$ cat src/rtl/riscv_cache_types_pkg.sv
// Shared L1 cache types: request/response bundles and line fill buffer types.
// Imported by the cache controller and the line fill buffer.
package riscv_cache_types_pkg;

  localparam int unsigned DEFAULT_CACHE_LINE_SIZE = 32;
  localparam int unsigned ADDR_WIDTH = 32;
  localparam int unsigned CACHE_ID_W = 4;
  localparam int unsigned LFB_WORDS = DEFAULT_CACHE_LINE_SIZE / 4;

  typedef struct packed {
    logic [ADDR_WIDTH-1:0] addr;
    logic [CACHE_ID_W-1:0] id;
    logic                  we;
    logic [31:0]           wdata;
  } cache_req_t;

  typedef struct packed {
    logic [31:0]           rdata;
    logic [CACHE_ID_W-1:0] id;
    logic                  error;
  } cache_rsp_t;

  typedef enum logic [1:0] {
    IDLE = 2'd0,
    REQ  = 2'd1,
    FILL = 2'd2,
    DONE = 2'd3
  } lfb_state_e;

  typedef struct packed {
    logic [ADDR_WIDTH-1:0]   addr;
    logic [LFB_WORDS*32-1:0] data;
    logic                    error;
  } lfb_fill_t;

endpackage

$ cat src/rtl/riscv_cache_line_fill_buffer.sv
// Miss-side line fill buffer: one wrapping line read per miss,
// critical word forwarded early, full line handed back to the controller.
module riscv_cache_line_fill_buffer
  import riscv_cache_types_pkg::*;
#(
  parameter int unsigned LINE_BYTES = DEFAULT_CACHE_LINE_SIZE,
  parameter int unsigned ADDR_W     = ADDR_WIDTH,
  parameter int unsigned ID_W       = 4
) (
  input  logic                    clk_i,
  input  logic                    rst_ni,
  input  logic                    miss_valid_i,
  output logic                    miss_ready_o,
  input  logic [ADDR_W-1:0]       miss_addr_i,
  input  logic [ID_W-1:0]         miss_id_i,
  output logic                    mem_req_valid_o,
  input  logic                    mem_req_ready_i,
  output logic [ADDR_W-1:0]       mem_req_addr_o,
  input  logic                    mem_rsp_valid_i,
  output logic                    mem_rsp_ready_o,
  input  logic [31:0]             mem_rsp_data_i,
  input  logic                    mem_rsp_error_i,
  output logic                    crit_valid_o,
  output logic [31:0]             crit_data_o,
  output logic [ID_W-1:0]         crit_id_o,
  output logic                    crit_error_o,
  output logic                    fill_valid_o,
  input  logic                    fill_ready_i,
  output logic [ADDR_W-1:0]       fill_addr_o,
  output logic [LINE_BYTES*8-1:0] fill_data_o,
  output logic                    fill_error_o
);

  localparam int unsigned WORDS = LINE_BYTES / 4;
  localparam int unsigned OFF   = $clog2(LINE_BYTES);
  localparam int unsigned IDXW  = OFF - 2;
  localparam logic [ADDR_W-1:0] LINE_MASK = ~ADDR_W'(LINE_BYTES - 1);
  localparam logic [IDXW-1:0]   LAST_CNT  = IDXW'(WORDS - 1);

  lfb_state_e state_q, state_d;
  logic [ADDR_W-1:0] addr_q, addr_d;
  logic [ID_W-1:0] id_q, id_d;
  logic [IDXW-1:0] widx_q, widx_d;
  logic [IDXW-1:0] cnt_q, cnt_d;
  logic err_q, err_d;
  logic [WORDS-1:0][31:0] line_q, line_d;
  logic crit_valid_q, crit_valid_d;
  logic [31:0] crit_data_q, crit_data_d;
  logic crit_err_q, crit_err_d;
  logic miss_ready_q, miss_ready_d;
  logic req_valid_q, req_valid_d;
  logic rsp_ready_q, rsp_ready_d;
  logic fill_valid_q, fill_valid_d;

  // Next-state, datapath and registered handshake outputs.
  always_comb begin
    state_d     = state_q;
    addr_d      = addr_q;
    id_d        = id_q;
    widx_d      = widx_q;
    cnt_d       = cnt_q;
    err_d       = err_q;
    line_d      = line_q;
    crit_valid_d = 1'b0;
    crit_data_d = crit_data_q;
    crit_err_d  = crit_err_q;
    unique case (state_q)
      IDLE: begin
        if (miss_valid_i && miss_ready_q) begin
          addr_d  = miss_addr_i;
          id_d    = miss_id_i;
          widx_d  = miss_addr_i[OFF-1:2];
          cnt_d   = '0;
          err_d   = 1'b0;
          state_d = REQ;
        end
      end
      REQ: begin
        if (req_valid_q && mem_req_ready_i) state_d = FILL;
      end
      FILL: begin
        if (mem_rsp_valid_i && rsp_ready_q) begin
          line_d[widx_q] = mem_rsp_data_i;
          widx_d = widx_q + IDXW'(1);
          cnt_d  = cnt_q + IDXW'(1);
          err_d  = err_q | mem_rsp_error_i;
          if (cnt_q == '0) begin
            crit_valid_d = 1'b1;
            crit_data_d  = mem_rsp_data_i;
            crit_err_d   = mem_rsp_error_i;
          end
          if (cnt_q == LAST_CNT) state_d = DONE;
        end
      end
      DONE: begin
        if (fill_valid_q && fill_ready_i) state_d = IDLE;
      end
      default: state_d = IDLE;
    endcase
    miss_ready_d = (state_d == IDLE);
    req_valid_d  = (state_d == REQ);
    rsp_ready_d  = (state_d == FILL);
    fill_valid_d = (state_d == DONE);
  end

  // All state and outputs cleared on reset; a partial line is dropped.
  always_ff @(posedge clk_i or negedge rst_ni) begin
    if (!rst_ni) begin
      state_q      <= IDLE;
      addr_q       <= '0;
      id_q         <= '0;
      widx_q       <= '0;
      cnt_q        <= '0;
      err_q        <= 1'b0;
      line_q       <= '0;
      crit_valid_q <= 1'b0;
      crit_data_q  <= '0;
      crit_err_q   <= 1'b0;
      miss_ready_q <= 1'b0;
      req_valid_q  <= 1'b0;
      rsp_ready_q  <= 1'b0;
      fill_valid_q <= 1'b0;
    end else begin
      state_q      <= state_d;
      addr_q       <= addr_d;
      id_q         <= id_d;
      widx_q       <= widx_d;
      cnt_q        <= cnt_d;
      err_q        <= err_d;
      line_q       <= line_d;
      crit_valid_q <= crit_valid_d;
      crit_data_q  <= crit_data_d;
      crit_err_q   <= crit_err_d;
      miss_ready_q <= miss_ready_d;
      req_valid_q  <= req_valid_d;
      rsp_ready_q  <= rsp_ready_d;
      fill_valid_q <= fill_valid_d;
    end
  end

  assign miss_ready_o    = miss_ready_q;
  assign mem_req_valid_o = req_valid_q;
  assign mem_req_addr_o  = {addr_q[ADDR_W-1:2], 2'b00};
  assign mem_rsp_ready_o = rsp_ready_q;
  assign crit_valid_o    = crit_valid_q;
  assign crit_data_o     = crit_data_q;
  assign crit_id_o       = id_q;
  assign crit_error_o    = crit_err_q;
  assign fill_valid_o    = fill_valid_q;
  assign fill_addr_o     = addr_q & LINE_MASK;
  assign fill_data_o     = line_q;
  assign fill_error_o    = err_q;

endmodule

$ cat config.mk
export PLATFORM = sky130hd
export DESIGN_NAME = riscv_cache_line_fill_buffer
export DESIGN_NICKNAME = d
export VERILOG_FILES = /design/src/rtl/riscv_cache_types_pkg.sv /design/src/rtl/riscv_cache_line_fill_buffer.sv
export SDC_FILE = /design/constraint.sdc
export NUM_CORES = 1
export LEC_CHECK = 0
export ABC_CLOCK_PERIOD_IN_PS = 2900
export BUFFER_PORTS_ARGS = -buffer_cell sky130_fd_sc_hd__buf_2
export CAP_MARGIN = 40
export CORE_AREA = 2 2 170 172
export CTS_CLUSTER_SIZE = 30
export DETAILED_ROUTE_END_ITERATION = 7
export DIE_AREA = 0 0 172 174
export PLACE_DENSITY = 0.75
export SLEW_MARGIN = 10
export SYNTH_ARGS = -nofsm -noshare
export SYNTH_HDL_FRONTEND = slang
export SYNTH_SLANG_ARGS = --single-unit
$ cat constraint.sdc
create_clock -name clk_i -period 2.9 [get_ports clk_i]
set_clock_uncertainty 0.05 [all_clocks]
set_input_delay 0.29 -clock clk_i [delete_from_list [all_inputs] [get_ports clk_i]]
set_output_delay 0.29 -clock clk_i [all_outputs]
set_load 0.01 [all_outputs]
-- After elaboration in Yosys (flattened, before gate mapping)
Cells that the tools add are included.
- $lt $le $gt $ge: 2
- equality and inequality tests: 9
- bitwise operators: 1
- reductions and logical operators: 13
- mux-type cells: 21
- add/subtract/negate cells: 2
- operators with widths (operator ; number):
    256-bit bitwise mux ; 1
    32-bit demux with 3-bit select ; 1
    32-bit 2-to-1 mux ; 1
    3-bit 2-to-1 mux ; 4
    3-bit one-hot mux with 2 select lines ; 2
    2-bit 2-to-1 mux ; 5
    2-bit equality test (second input constant) ; 4
    2-bit one-hot mux with 4 select lines ; 1
    3-bit by 1-bit adder with 3-bit output (second input constant) ; 2
    3-bit AND reduction ; 2
    1-bit logical AND ; 5
    1-bit 2-to-1 mux ; 5
    2-bit by 1-bit equality test with 1-bit output (second input constant) ; 2
    2-bit logical NOT ; 2
    3-bit by 4-bit < comparator with 1-bit output (second input constant) ; 1
    2-bit inequality test (second input constant) ; 2
    2-bit AND reduction ; 2
    3-bit equality test (second input constant) ; 1
    3-bit by 1-bit greater-or-equal comparator with 1-bit output (second input constant) ; 1
    3-bit logical NOT ; 1
    1-bit one-hot mux with 2 select lines ; 1
    2-bit nonzero test ; 1
    1-bit bitwise OR ; 1
- output and inout port bits: 363
- word-level logic and storage cells: 69
- register bits after elaboration: 339

-- Depth between registers and ports, before layout
Gate-level depths: netlist of the first run.
- depth in word-level cells: 5
- mapped depth: 6
- depth with buffers taken out: 4

-- Least setup slack after synthesis of the first run
Ideal clock, no wire load.
- path type: register to register
- start point: reg state_q[0]
- end point: reg line_q (netlist bit fill_data_o[0])
- path slack: 0.864 ns
- arrival time: 1.861 ns
- cell stages (with the launch flop): 7
- data required time: 2.725 ns
- cell sequence: dfrtp_1 > buf_2 > or3b_4 > or4_1 > buf_2 > buf_6 > mux2_4
- cells in the longest elaborated chain, start to end: 2
- ends and longest elaborated chain (item ; line ; RTL):
    start, declared ; riscv_cache_line_fill_buffer.sv:40 ; lfb_state_e state_q, state_d;
    start signal, assigned ; riscv_cache_line_fill_buffer.sv:124 ; state_q <= state_d;
    2-bit equality test ; riscv_cache_line_fill_buffer.sv:67 ; unique case (state_q)
    2-bit AND reduction (no source line) ; - ;
    end signal, assigned ; riscv_cache_line_fill_buffer.sv:130 ; line_q <= line_d;
    end, declared ; riscv_cache_line_fill_buffer.sv:46 ; logic [WORDS-1:0][31:0] line_q, line_d;
Every way passes these cells.
A chain may end at the register's enable or synchronous reset.

-- Worst setup path in the final report of the first run
- start point: reg widx_q[1]
- end point: reg line_q (netlist bit fill_data_o[31])
- cells in the longest elaborated chain, start to end: 5
- elaborated cells on any way between the ends: 6
- those cells by class: 2 x order compare; 3 x mux; 1 x reduce/logical
- ends and longest elaborated chain (item ; line ; RTL):
    start, declared ; riscv_cache_line_fill_buffer.sv:43 ; logic [IDXW-1:0] widx_q, widx_d;
    start signal, assigned ; riscv_cache_line_fill_buffer.sv:127 ; widx_q <= widx_d;
    3-bit by 4-bit < comparator with 1-bit output (not written as such) or 3-bit by 1-bit greater-or-equal comparator with 1-bit output (tied branches) ; riscv_cache_line_fill_buffer.sv:83 ; line_d[widx_q] = mem_rsp_data_i;
    1-bit logical AND (not written as such) ; riscv_cache_line_fill_buffer.sv:83 ;
    32-bit 2-to-1 mux (not written as such) ; riscv_cache_line_fill_buffer.sv:83 ;
    32-bit demux with 3-bit select (*) ; riscv_cache_line_fill_buffer.sv:83 ;
    256-bit bitwise mux (*) ; riscv_cache_line_fill_buffer.sv:83 ;
Mark *: on every way between the ends. The rest lies on a longest branch, timed or not.

==> results of run 1 <==
==> where the power goes <==
| group | switching [mW] | internal [mW] | total (mW) |
|---|---|---|---|
| Combinational | 3.02 | 3.10 | 6.12 |
| Clock | 1.77 | 2.71 | 4.48 |
| Sequential | 1.04 | 6.58 | 7.62 |
==> sequential cells by signal, indices dropped and copies added (netlist names) <==
register,flops
crit_data_o,32
fill_error_o,1
crit_error_o,1
addr_q,30
crit_valid_o,1
crit_id_o,4
mem_req_valid_o,1
fill_data_o,256
fill_valid_o,1
cnt_q,3
widx_q,3
miss_ready_o,1
state_q,2
mem_rsp_ready_o,1
==> worst register-to-register path, cell delays in order, from the launching register on <==
cell and delay [ns]:
sky130_fd_sc_hd__dfrtp_1 0.41, sky130_fd_sc_hd__or3b_4 0.45, sky130_fd_sc_hd__or4_2 0.57, sky130_fd_sc_hd__buf_4 0.30
sky130_fd_sc_hd__mux2_4 0.37
==> metrics by stage <==
stage	instances	hold WS, ns	util (%)	power, mW	cell area (sq um)
6_report	1667	0.0248	60.5	18.2	17100
5_1_grt	1667	0.0134	60.5	19.2	17100
4_1_cts	1665	0.00135	60.5	18.4	17100
3_5_place_dp	1568	0.285	55.2	13.8	15600
3_3_place_gp	1568	0.279	55.2	13.6	15600
2_1_floorplan	795	-0.0556	-	11.0	13000
==> cell usage after synthesis (3+ instances only) <==
library cell               number
sky130_fd_sc_hd__dfrtp_1      337
sky130_fd_sc_hd__o21ai_0        3
sky130_fd_sc_hd__inv_1          6
sky130_fd_sc_hd__ha_1           4
sky130_fd_sc_hd__a21oi_1        3
sky130_fd_sc_hd__buf_1          3
sky130_fd_sc_hd__clkbuf_1       8
sky130_fd_sc_hd__mux2_2       289
sky130_fd_sc_hd__nand2_1        5
sky130_fd_sc_hd__buf_2         23
sky130_fd_sc_hd__mux2_1         4
sky130_fd_sc_hd__buf_4         35
sky130_fd_sc_hd__mux2_4        30
sky130_fd_sc_hd__buf_6          3
sky130_fd_sc_hd__nor3_1         5
==> routing by layer <==
metal  vias up  part of all wire (%)  GRT usage, %
met2       316                    49          38.1
met4         0                   2.9          8.05
met3        61                   6.9          5.44
li1       3688                     -             -
met1      4298                    41          29.2
met5         -                     0             0
==> cell type report <==
type                       instances  area, sq um
antenna                            2         5.00
clock buffer                      59         1120
clock inverter                     4         45.0
fill                            2245        11100
inverter                           6         22.5
multi-input combinational        380         4180
sequential                       337         8430
tap                              384          480
timing repair buffer             495         2800
==> kinds of logic (layout without fill, tap and decap cells) <==
logic type / Yosys count / in the layout / share of synthesized area [%]
compound gates: 15 / 15 / 0.788
fa+ha+maj: 4 / 4 / 0.384
buf+inv: 78 / 564 / 3.65
flops: 337 / 337 / 64.8
mux: 325 / 325 / 29.0
other cells: 1 / 9 / 0.0288
simple gates: 29 / 29 / 1.41
==> path summary, 6_finish.rpt <==
| path | from | slack (ns) | to |
|---|---|---|---|
| worst min register to register | fill_error_o$_DFFE_PN0P_ | 0.44 | fill_error_o$_DFFE_PN0P_ |
| min in group asynchronous | rst_ni | 0.33 | fill_data_o[156]$_DFFE_PN0P_ |
| worst min-delay path | miss_addr_i[2] | 0.02 | addr_q[2]$_DFFE_PN0P_ |
| worst max register to register | widx_q[1]$_DFFE_PN0P_ | 0.63 | fill_data_o[31]$_DFFE_PN0P_ |
| worst max-delay path | widx_q[1]$_DFFE_PN0P_ | 0.63 | fill_data_o[31]$_DFFE_PN0P_ |
| max in group asynchronous | rst_ni | 1.59 | fill_data_o[77]$_DFFE_PN0P_ |
==> insert_results.sql, run 1 <==
INSERT INTO impl_metrics (metric_group, metric, value, unit) VALUES
('outcome', 'status', 'finished clean', ''),
('synthesis', 'synth.ff_latch_count', '337', ''),
('critical_path', 'worst-setup-path-type', 'reg -> reg', ''),
('global_route', 'overflow', '0', ''),
('critical_path', 'rr_worst_depth', '4', ''),
('critical_path', 'critical_path_depth', '4', ''),
('floorplanning', 'core', '28200', 'sq um'),
('route', 'num_vias', '8363', ''),
('pwr', 'power.leakage', '9.22', 'nW'),
('critical_path', 'cpLargestDelayFamily', 'simple AND/OR/NAND/NOR gates', ''),
('sta', 'rsz0062_at_grt', 'no', ''),
('critical_path', 'worst_ep_required', '3.23', 'ns'),
('sta', 'fmax', '0.440', 'GHz'),
('synthesis', 'synth_largest_type_area_fraction', '64.8', '%'),
('route', 'drt-vias-per-instance', '5.02', ''),
('sta', 'final_hold_fails', '0', ''),
('clocking', 'cts_sinks', '337', ''),
('synthesis', 'syn_avg_cell_area', '16.5', 'sq um'),
('layout', 'flow.area_growth_from_synthesis', '31.3', '%'),
('clocking', 'postCtsSetupRepairBufs', '0', ''),
('clocking', 'cts-buffers-inserted', '35', ''),
('clocking', 'cts_repair_resize_count', '0', ''),
('clocking', 'clock_pin_slew_on_the_worst_setup_and_hold_paths', '0.06', 'ns'),
('synthesis', 'synth-seq-area-share', '64.8', '%'),
('synthesis', 'mapped_area', '13000', 'sq um'),
('clocking', 'latest_clock_arrival_within_the_worst_skew_pair', '0.50', 'ns'),
('route', 'antenna_violating_nets_post_route', '0', ''),
('route', 'drt_pass1_iterations', '6', ''),
('layout', 'final_common_cell', 'sky130_fd_sc_hd__buf_2', ''),
('worst_hold_path', 'min_path_type', 'in -> reg', ''),
('run', 'count_of_maximum_capacitance_violations', '0', ''),
('critical_path', 'arrival', '2.60', 'ns'),
('placed_design', 'dpl.hpwl', '23100', 'microns'),
('layout', 'final_cell_mix', 'sky130_fd_sc_hd__buf_2 (427), sky130_fd_sc_hd__dfrtp_1 (337), sky130_fd_sc_hd__mux2_2 (289)', ''),
('synthesis', 'synthDominantAreaCellType', 'sky130_fd_sc_hd__dfrtp_1', ''),
('sta', 'final-setup-viol-count', '0', ''),
('floorplanning', 'std_cell_rows', '62', ''),
('clocking', 'tritoncts_clock_tree', 'built', ''),
('synthesis', 'top_reg_cell_synth', 'sky130_fd_sc_hd__dfrtp_1', ''),
('placed_design', 'post-place-ws', '0.616', 'ns'),
('global_route', 'grt_start_max_net_pins', '82', ''),
('sta', 'finalMaxSlewViolations', '0', ''),
('synthesis', 'netlist_instances', '789', ''),
('synthesis', 'synth_enable_flop_cells', '0', ''),
('sta', 'layout_worst_path_cycle_share', '78.4', '%'),
('synthesis', 'synth_cell_type_count', '38', ''),
('global_route', 'vias_in_the_first_global_route', '8776', ''),
('critical_path', 'timing.critical_path.from_type', 'register', ''),
('critical_path', 'worstPathMaxFanout', '19', ''),
('sta', 'max_slew_margin', '55.7', '%'),
('critical_path', 'worst-path-buf-inv', '1', ''),
('pwr', 'vdd.ir_drop.worst', '0.632', 'mV'),
('layout', 'fraction_of_final_layout_cells_sized_beyond_drive_strength_1', '66.0', '%'),
('global_route', 'antenna_found_initial', '2', ''),
('sta', 'fin_setup_tns', '0', 'ns'),
('critical_path', 'slowest_delay', '0.57', 'ns'),
('route', 'detail_route.drc_violations', '0', ''),
('global_route', 'gr-usage-all-layers', '22.9', '%'),
('clocking', 'clk_path_buf_depth', '3', ''),
('sta', 'worstMarginPinSlew', '0.664', 'ns'),
('floorplanning', 'start_util', '46.1', '%'),
('layout', 'final_net_count', '1334', ''),
('pwr', 'p_per_area', '1070', 'nW/um^2'),
('synthesis', 'ys.warnings.count', '0', ''),
('sta', 'finalWorstPathRequiredPeriod', '2.27', 'ns'),
('critical_path', 'critPathCaptureType', 'register', ''),
('floorplanning', 'die_w', '172', 'microns'),
('route', 'totalWireLength', '34300', 'microns'),
('clocking', 'clock_tree.htree_level_count', '2', ''),
('clocking', 'hold_buf_count_cts', '34', ''),
('synthesis', 'async_flop_share', '100', '%');
Power figures use the tool's default switching activity.
==> run 2: changes to the inputs <==
- ABC_CLOCK_PERIOD_IN_PS: 2900 -> 2000
- CORE_AREA: 2 2 170 172 -> default
- CORE_UTILIZATION: default -> 45
- DIE_AREA: 0 0 172 174 -> default
- clock period: 2.9 -> 2 ns (I/O delays scaled with it)
==> insert_results.sql, run 2 (synthesis gave the netlist of run 1 again) <==
INSERT INTO impl_metrics (metric_group, metric, value, unit) VALUES
('critical_path', 'worst-setup-path-type', 'reg -> reg', ''),
('route', 'totalWireLength', '34900', 'microns'),
('clocking', 'clock-root-buffer', 'sky130_fd_sc_hd__clkbuf_16', ''),
('clocking', 'cts-buffers-inserted', '36', ''),
('floorplanning', 'start_util', '46.4', '%'),
('layout', 'antenna_cells', '0', ''),
('layout', 'final_cell_mix', 'sky130_fd_sc_hd__buf_2 (427), sky130_fd_sc_hd__dfrtp_1 (337), sky130_fd_sc_hd__mux2_2 (272)', ''),
('floorplanning', 'core', '28100', 'sq um'),
('sta', 'finalMaxSlewViolations', '0', ''),
('global_route', 'gr-usage-all-layers', '23.1', '%'),
('critical_path', 'arrival', '2.32', 'ns'),
('placed_design', 'placement.io_buffers', '428', ''),
('sta', 'fmax', '0.500', 'GHz'),
('clocking', 'clock_pin_slew_on_the_worst_setup_and_hold_paths', '0.06', 'ns'),
('pwr', 'p_per_area', '1520', 'nW/um^2'),
('clocking', 'tritoncts_clock_tree', 'built', ''),
('clocking', 'cts_sinks', '337', ''),
('critical_path', 'reg2reg_slack', '0.0002', 'ns'),
('critical_path', 'timing.critical_path.from_type', 'register', ''),
('critical_path', 'worstReg2RegEnd', 'fill_data_o[16]$_DFFE_PN0P_', ''),
('clocking', 'clock_tree.htree_level_count', '2', ''),
('critical_path', 'worstSetupStartpoint', 'state_q[0]$_DFF_PN0_', ''),
('pwr', 'vdd.ir_drop.worst', '0.933', 'mV'),
('run', 'count_of_maximum_capacitance_violations', '0', ''),
('placed_design', 'number_of_placed_cells_counting_well_taps', '1568', ''),
('critical_path', 'critPathCaptureType', 'register', ''),
('sta', 'final_hold_fails', '0', ''),
('layout', 'flow.area_growth_from_synthesis', '34.3', '%'),
('floorplanning', 'floorplan.io_pins', '438', ''),
('sta', 'finalWorstPathRequiredPeriod', '2.00', 'ns'),
('global_route', 'overflow', '0', ''),
('global_route', 'grt_start_max_net_pins', '69', ''),
('route', 'wire_per_inst', '20.8', 'microns'),
('placed_design', 'gp_congestion', '0.781', ''),
('global_route', 'vias_in_the_first_global_route', '8649', ''),
('clocking', 'latest_clock_arrival_within_the_worst_skew_pair', '0.50', 'ns'),
('floorplanning', 'die_height', '172', 'microns'),
('critical_path', 'worst_ep_required', '2.32', 'ns'),
('critical_path', 'setup.worst_path.end', 'fill_data_o[16]$_DFFE_PN0P_', ''),
('outcome', 'status', 'finished clean', ''),
('layout', 'area_of_the_multi_input_gates', '4260', 'sq um'),
('floorplanning', 'std_cell_rows', '61', ''),
('layout', 'largest_reg_flops', '256', ''),
('route', 'drt-vias-per-instance', '5.00', ''),
('layout', 'seqCellArea', '8430', 'sq um'),
('layout', 'final_common_cell', 'sky130_fd_sc_hd__buf_2', ''),
('global_route', 'antenna_found_initial', '1', ''),
('route', 'num_vias', '8406', ''),
('route', 'detail_route.drc_violations', '0', ''),
('floorplanning', 'design.die.area', '29600', 'sq um'),
('sta', 'rsz0062_at_grt', 'yes', ''),
('clocking', 'clk_path_buf_depth', '3', ''),
('floorplanning', 'die_w', '172', 'microns'),
('critical_path', 'rr_worst_depth', '4', ''),
('critical_path', 'worstReg2RegStart', 'state_q[0]$_DFF_PN0_', ''),
('layout', 'final_net_count', '1358', ''),
('layout', 'fraction_of_final_layout_cells_sized_beyond_drive_strength_1', '65.9', '%'),
('pwr', 'power.leakage', '9.41', 'nW'),
('layout', 'final_cells', '1680', ''),
('worst_hold_path', 'min_path_type', 'in -> reg', ''),
('layout', 'layout.core_utilization', '62.2', '%'),
('layout', 'fillerInstances', '2191', ''),
('global_route', 'wire_length_of_the_first_global_routing_pass', '51400', 'microns'),
('sta', 'final-setup-viol-count', '0', ''),
('route', 'antenna_violating_nets_post_route', '0', ''),
('placed_design', 'dpl.hpwl', '22800', 'microns'),
('route', 'detail_route.iter0.violations', '383', ''),
('critical_path', 'worstPathMaxFanout', '19', ''),
('route', 'drt_pass1_iterations', '6', ''),
('sta', 'layout_worst_path_cycle_share', '100', '%');
## run 2: cell count changes in the layout (fill, tap and decap cells not counted), moves of 2 or more
cell	delta
sky130_fd_sc_hd__buf_12	+9
sky130_fd_sc_hd__buf_4	-10
sky130_fd_sc_hd__buf_6	+8
sky130_fd_sc_hd__clkbuf_1	-5
sky130_fd_sc_hd__clkbuf_8	-2
sky130_fd_sc_hd__clkinv_2	+6
sky130_fd_sc_hd__diode_2	-2
sky130_fd_sc_hd__dlygate4sd3_1	+14
sky130_fd_sc_hd__mux2_2	-17
sky130_fd_sc_hd__mux2_4	+17
sky130_fd_sc_hd__or4_2	-2
sky130_fd_sc_hd__or4_4	+2
## run 2: critical path: stages, from the launching register on
cell                      delay (ns)
sky130_fd_sc_hd__dfrtp_1        0.41
sky130_fd_sc_hd__or3b_4         0.41
sky130_fd_sc_hd__or4_4          0.48
sky130_fd_sc_hd__buf_12         0.20
sky130_fd_sc_hd__mux2_4         0.31
## run 2: worst min-delay path by stage
| stage | to | cells past startpoint | start |
|---|---|---|---|
| 2_1_floorplan | addr_q[10]$_DFFE_PN0P_ | 0 | rst_ni |
| 3_3_place_gp | crit_data_o[25]$_DFFE_PN0P_ | 1 | rst_ni |
| 3_5_place_dp | crit_data_o[25]$_DFFE_PN0P_ | 1 | rst_ni |
| 4_1_cts | fill_data_o[23]$_DFFE_PN0P_ | 2 | mem_rsp_data_i[23] |
| 5_1_grt | fill_data_o[233]$_DFFE_PN0P_ | 2 | mem_rsp_data_i[9] |
| 6_report | fill_data_o[28]$_DFFE_PN0P_ | 2 | mem_rsp_data_i[28] |
## run 2: repair_timing
action                     in CTS  in global routing
resized for setup               4                 27
hold buffers                   48                  0
setup buffers                   2                  0
gates cloned                    1                  1
hold endpoints to repair      222                  0
setup endpoints to repair      50                136
pin swaps                       0                  1
## run 2: layer usage
metal / share of wire [%] / GRT usage (%) / vias to the layer above
met5: 0 / 0 / -
met1: 40 / 28.0 / 4309
met4: 2.2 / 6.81 / 0
met2: 51 / 40.1 / 324
met3: 7.2 / 6.36 / 49
li1: - / - / 3724
## run 2: cell type report
type / count / area share [%]
flip-flops and latches: 337 / 48.2
repair buffers: 518 / 18.2
clock buffers: 52 / 6.13
inverters: 6 / 0.129
clock inverters: 9 / 0.258
well taps: 378 / 2.71
multi-input cells: 380 / 24.4
## run 2: report_power, final
group / internal, mW / switching [mW]
clock: 3.70 / 2.55
combinational: 4.73 / 4.49
sequential: 9.54 / 1.49
## run 2: per-stage QoR
stage	setup TNS (ns)	instance area, sq um	setup WS [ns]	power, mW	hold slack [ns]
finish	0	17500	0.000188	26.5	0.0205
detailed placement	-0.144	15700	-0.0458	20.1	0.111
global placement	0	15700	0.0184	19.8	0.104
CTS	-0.0635	17400	-0.00803	26.6	0.00177
floorplan	-0.845	13100	-0.0300	16.0	-0.146
global route	-1.61	17500	-0.0489	28.0	0.0194
==> run 3: changes to the inputs <==
- ABC_CLOCK_PERIOD_IN_PS: 2000 -> 1600
- SKIP_CTS_REPAIR_TIMING: default -> 1
- clock period: 2 -> 1.6 ns (I/O delays scaled with it)
==> insert_results.sql, run 3 (synthesis gave the netlist of run 1 again) <==
INSERT INTO impl_metrics (metric_group, metric, value, unit) VALUES
('critical_path', 'critPathCaptureType', 'register', ''),
('outcome', 'violations_in_the_final_reports', 'negative hold slack, negative setup slack', ''),
('sta', 'layout_worst_path_cycle_share', '125', '%'),
('global_route', 'vias_in_the_first_global_route', '8600', ''),
('sta', 'finalMaxSlewViolations', '0', ''),
('critical_path', 'rr_worst_depth', '6', ''),
('clocking', 'cts_sinks', '337', ''),
('sta', 'finalWorstPathRequiredPeriod', '2.00', 'ns'),
('route', 'num_vias', '8958', ''),
('critical_path', 'worstPathMaxFanout', '6', ''),
('placed_design', 'dpl.hpwl', '23300', 'microns'),
('layout', 'largest_reg_flops', '256', ''),
('critical_path', 'worst-setup-path-type', 'reg -> reg', ''),
('outcome', 'status', 'complete, but fails checks', ''),
('route', 'drt-vias-per-instance', '5.12', ''),
('global_route', 'antenna_found_initial', '1', ''),
('clocking', 'clk_path_buf_depth', '3', ''),
('route', 'detail_route.drc_violations', '0', ''),
('route', 'drt_pass1_iterations', '5', ''),
('pwr', 'share_seq_of_total_power', '38.5', '%'),
('critical_path', 'timing.critical_path.from_type', 'register', ''),
('clocking', 'clock-root-buffer', 'sky130_fd_sc_hd__clkbuf_16', ''),
('route', 'antenna_violating_nets_post_route', '0', ''),
('layout', 'layout.core_utilization', '69.1', '%'),
('clocking', 'clock_pin_slew_on_the_worst_setup_and_hold_paths', '0.06', 'ns'),
('layout', 'fraction_of_final_layout_cells_sized_beyond_drive_strength_1', '68.0', '%'),
('pwr', 'power.leakage', '10.4', 'nW'),
('floorplanning', 'core', '28100', 'sq um'),
('floorplanning', 'die_height', '172', 'microns'),
('critical_path', 'arrival', '2.33', 'ns'),
('worst_hold_path', 'hold_depth', '2', ''),
('layout', 'final_net_count', '1422', ''),
('floorplanning', 'start_util', '46.4', '%'),
('pwr', 'comb_power_share', '37.9', '%'),
('placed_design', 'postPlaceCellArea', '16300', 'sq um'),
('global_route', 'gr-usage-all-layers', '22.6', '%'),
('sta', 'fin_setup_tns', '-91.94', 'ns'),
('sta', 'fmax', '0.500', 'GHz'),
('clocking', 'cts-buffers-inserted', '37', ''),
('clocking', 'clock_tree.htree_level_count', '2', ''),
('pwr', 'switchingPower', '11.5', 'mW'),
('global_route', 'wire_length_of_the_first_global_routing_pass', '50600', 'microns'),
('floorplanning', 'die_w', '172', 'microns'),
('floorplanning', 'design.die.area', '29600', 'sq um'),
('sta', 'timing.hold.ws', '-0.0178', 'ns'),
('pwr', 'power_report.internal_total', '24.9', 'mW'),
('sta', 'final-setup-viol-count', '332', ''),
('placed_design', 'gp_congestion', '0.762', ''),
('layout', 'flow.area_growth_from_synthesis', '49.1', '%'),
('sta', 'final_hold_fails', '10', ''),
('sta', 'rsz0062_at_grt', 'yes', ''),
('route', 'detail_route.iter0.violations', '424', ''),
('placed_design', 'placement.io_buffers', '428', ''),
('global_route', 'grt_start_max_net_pins', '45', ''),
('layout', 'final_cell_mix', 'sky130_fd_sc_hd__buf_2 (427), sky130_fd_sc_hd__dfrtp_1 (337), sky130_fd_sc_hd__mux2_4 (226)', ''),
('critical_path', 'worst_ep_required', '1.93', 'ns'),
('floorplanning', 'std_cell_rows', '61', ''),
('floorplanning', 'floorplan.io_pins', '438', ''),
('layout', 'fillerInstances', '1945', ''),
('layout', 'stdcell_area', '19400', 'sq um'),
('route', 'totalWireLength', '40500', 'microns'),
('route', 'wire_per_inst', '23.1', 'microns'),
('pwr', 'power.share.clock', '23.6', '%'),
('run', 'count_of_maximum_capacitance_violations', '0', ''),
('placed_design', 'post-place-ws', '-0.419', 'ns'),
('pwr', 'p_per_area', '1880', 'nW/um^2'),
('pwr', 'vdd.ir_drop.worst', '1.15', 'mV'),
('sta', 'worst_slack', '-0.399', 'ns'),
('clocking', 'tritoncts_clock_tree', 'built', ''),
('pwr', 'p_sw_share', '31.7', '%'),
('global_route', 'overflow', '0', ''),
('worst_hold_path', 'min_path_type', 'in -> reg', ''),
('clocking', 'latest_clock_arrival_within_the_worst_skew_pair', '0.50', 'ns'),
('layout', 'final_common_cell', 'sky130_fd_sc_hd__buf_2', '');
-- run 3: cell count changes in the layout (fill, tap and decap cells not counted), sizes merged, moves of 3 or more --
cell         before  now
clkbuf           53   71
buf             469  511
dlygate4sd3      48   52
bufinv            0    3
-- run 3: metal layers --
metal / part of all wire, % / up-vias / global-route usage, %
met3: 6.2 / 56 / 5.86
met5: 0 / - / 0
met4: 2.2 / 0 / 6.81
met2: 50 / 363 / 37.6
li1: - / 3858 / -
met1: 42 / 4681 / 29.0
-- run 3: layout make-up --
cell class	instances	area [sq um]	area share (%)
Sequential cell	337	8430	43.5
Multi-Input combinational cell	380	4980	25.7
Timing Repair Buffer	581	4260	21.9
Clock buffer	53	1090	5.61
Tap cell	378	473	2.44
Clock inverter	14	149	0.767
Inverter	6	22.5	0.116
Antenna cell	1	2.50	0.0129
-- run 3: stage by stage --
step           power [mW]  std cells
2_1_floorplan        20.8        795
3_3_place_gp         25.7       1583
3_5_place_dp         26.1       1583
4_1_cts              34.8       1650
5_1_grt              38.2       1749
6_report             36.4       1750
-- run 3: worst max-delay path: stages, from the launching register on --
cell                      delay (ns)
sky130_fd_sc_hd__dfrtp_1        0.38
sky130_fd_sc_hd__or3b_4         0.41
sky130_fd_sc_hd__buf_6          0.14
sky130_fd_sc_hd__nor3_4         0.22
sky130_fd_sc_hd__buf_6          0.19
sky130_fd_sc_hd__buf_12         0.16
sky130_fd_sc_hd__mux2_4         0.32
-- run 3: worst paths after layout --
path                                                    from                           end  slack [ns]
worst max register to register          state_q[0]$_DFF_PN0_   fill_data_o[51]$_DFFE_PN0P_       -0.40
worst max-delay path                    state_q[0]$_DFF_PN0_   fill_data_o[51]$_DFFE_PN0P_       -0.40
min in group asynchronous                             rst_ni  fill_data_o[249]$_DFFE_PN0P_        0.12
worst min register to register  fill_data_o[171]$_DFFE_PN0P_  fill_data_o[171]$_DFFE_PN0P_        0.45
worst min-delay path                       mem_rsp_data_i[3]  fill_data_o[227]$_DFFE_PN0P_       -0.02
max in group asynchronous                             rst_ni   fill_data_o[11]$_DFFE_PN0P_        0.77
-- run 3: power by group through the flow --
stage | registers, mW | logic (mW) | clock network (mW)
floorplan | 15.4 | 5.42 | 0
global placement | 13.8 | 11.9 | 0
detailed placement | 13.9 | 12.2 | 0
CTS | 13.9 | 12.3 | 8.69
global route | 14.4 | 14.8 | 9.07
finish | 14.0 | 13.8 | 8.59
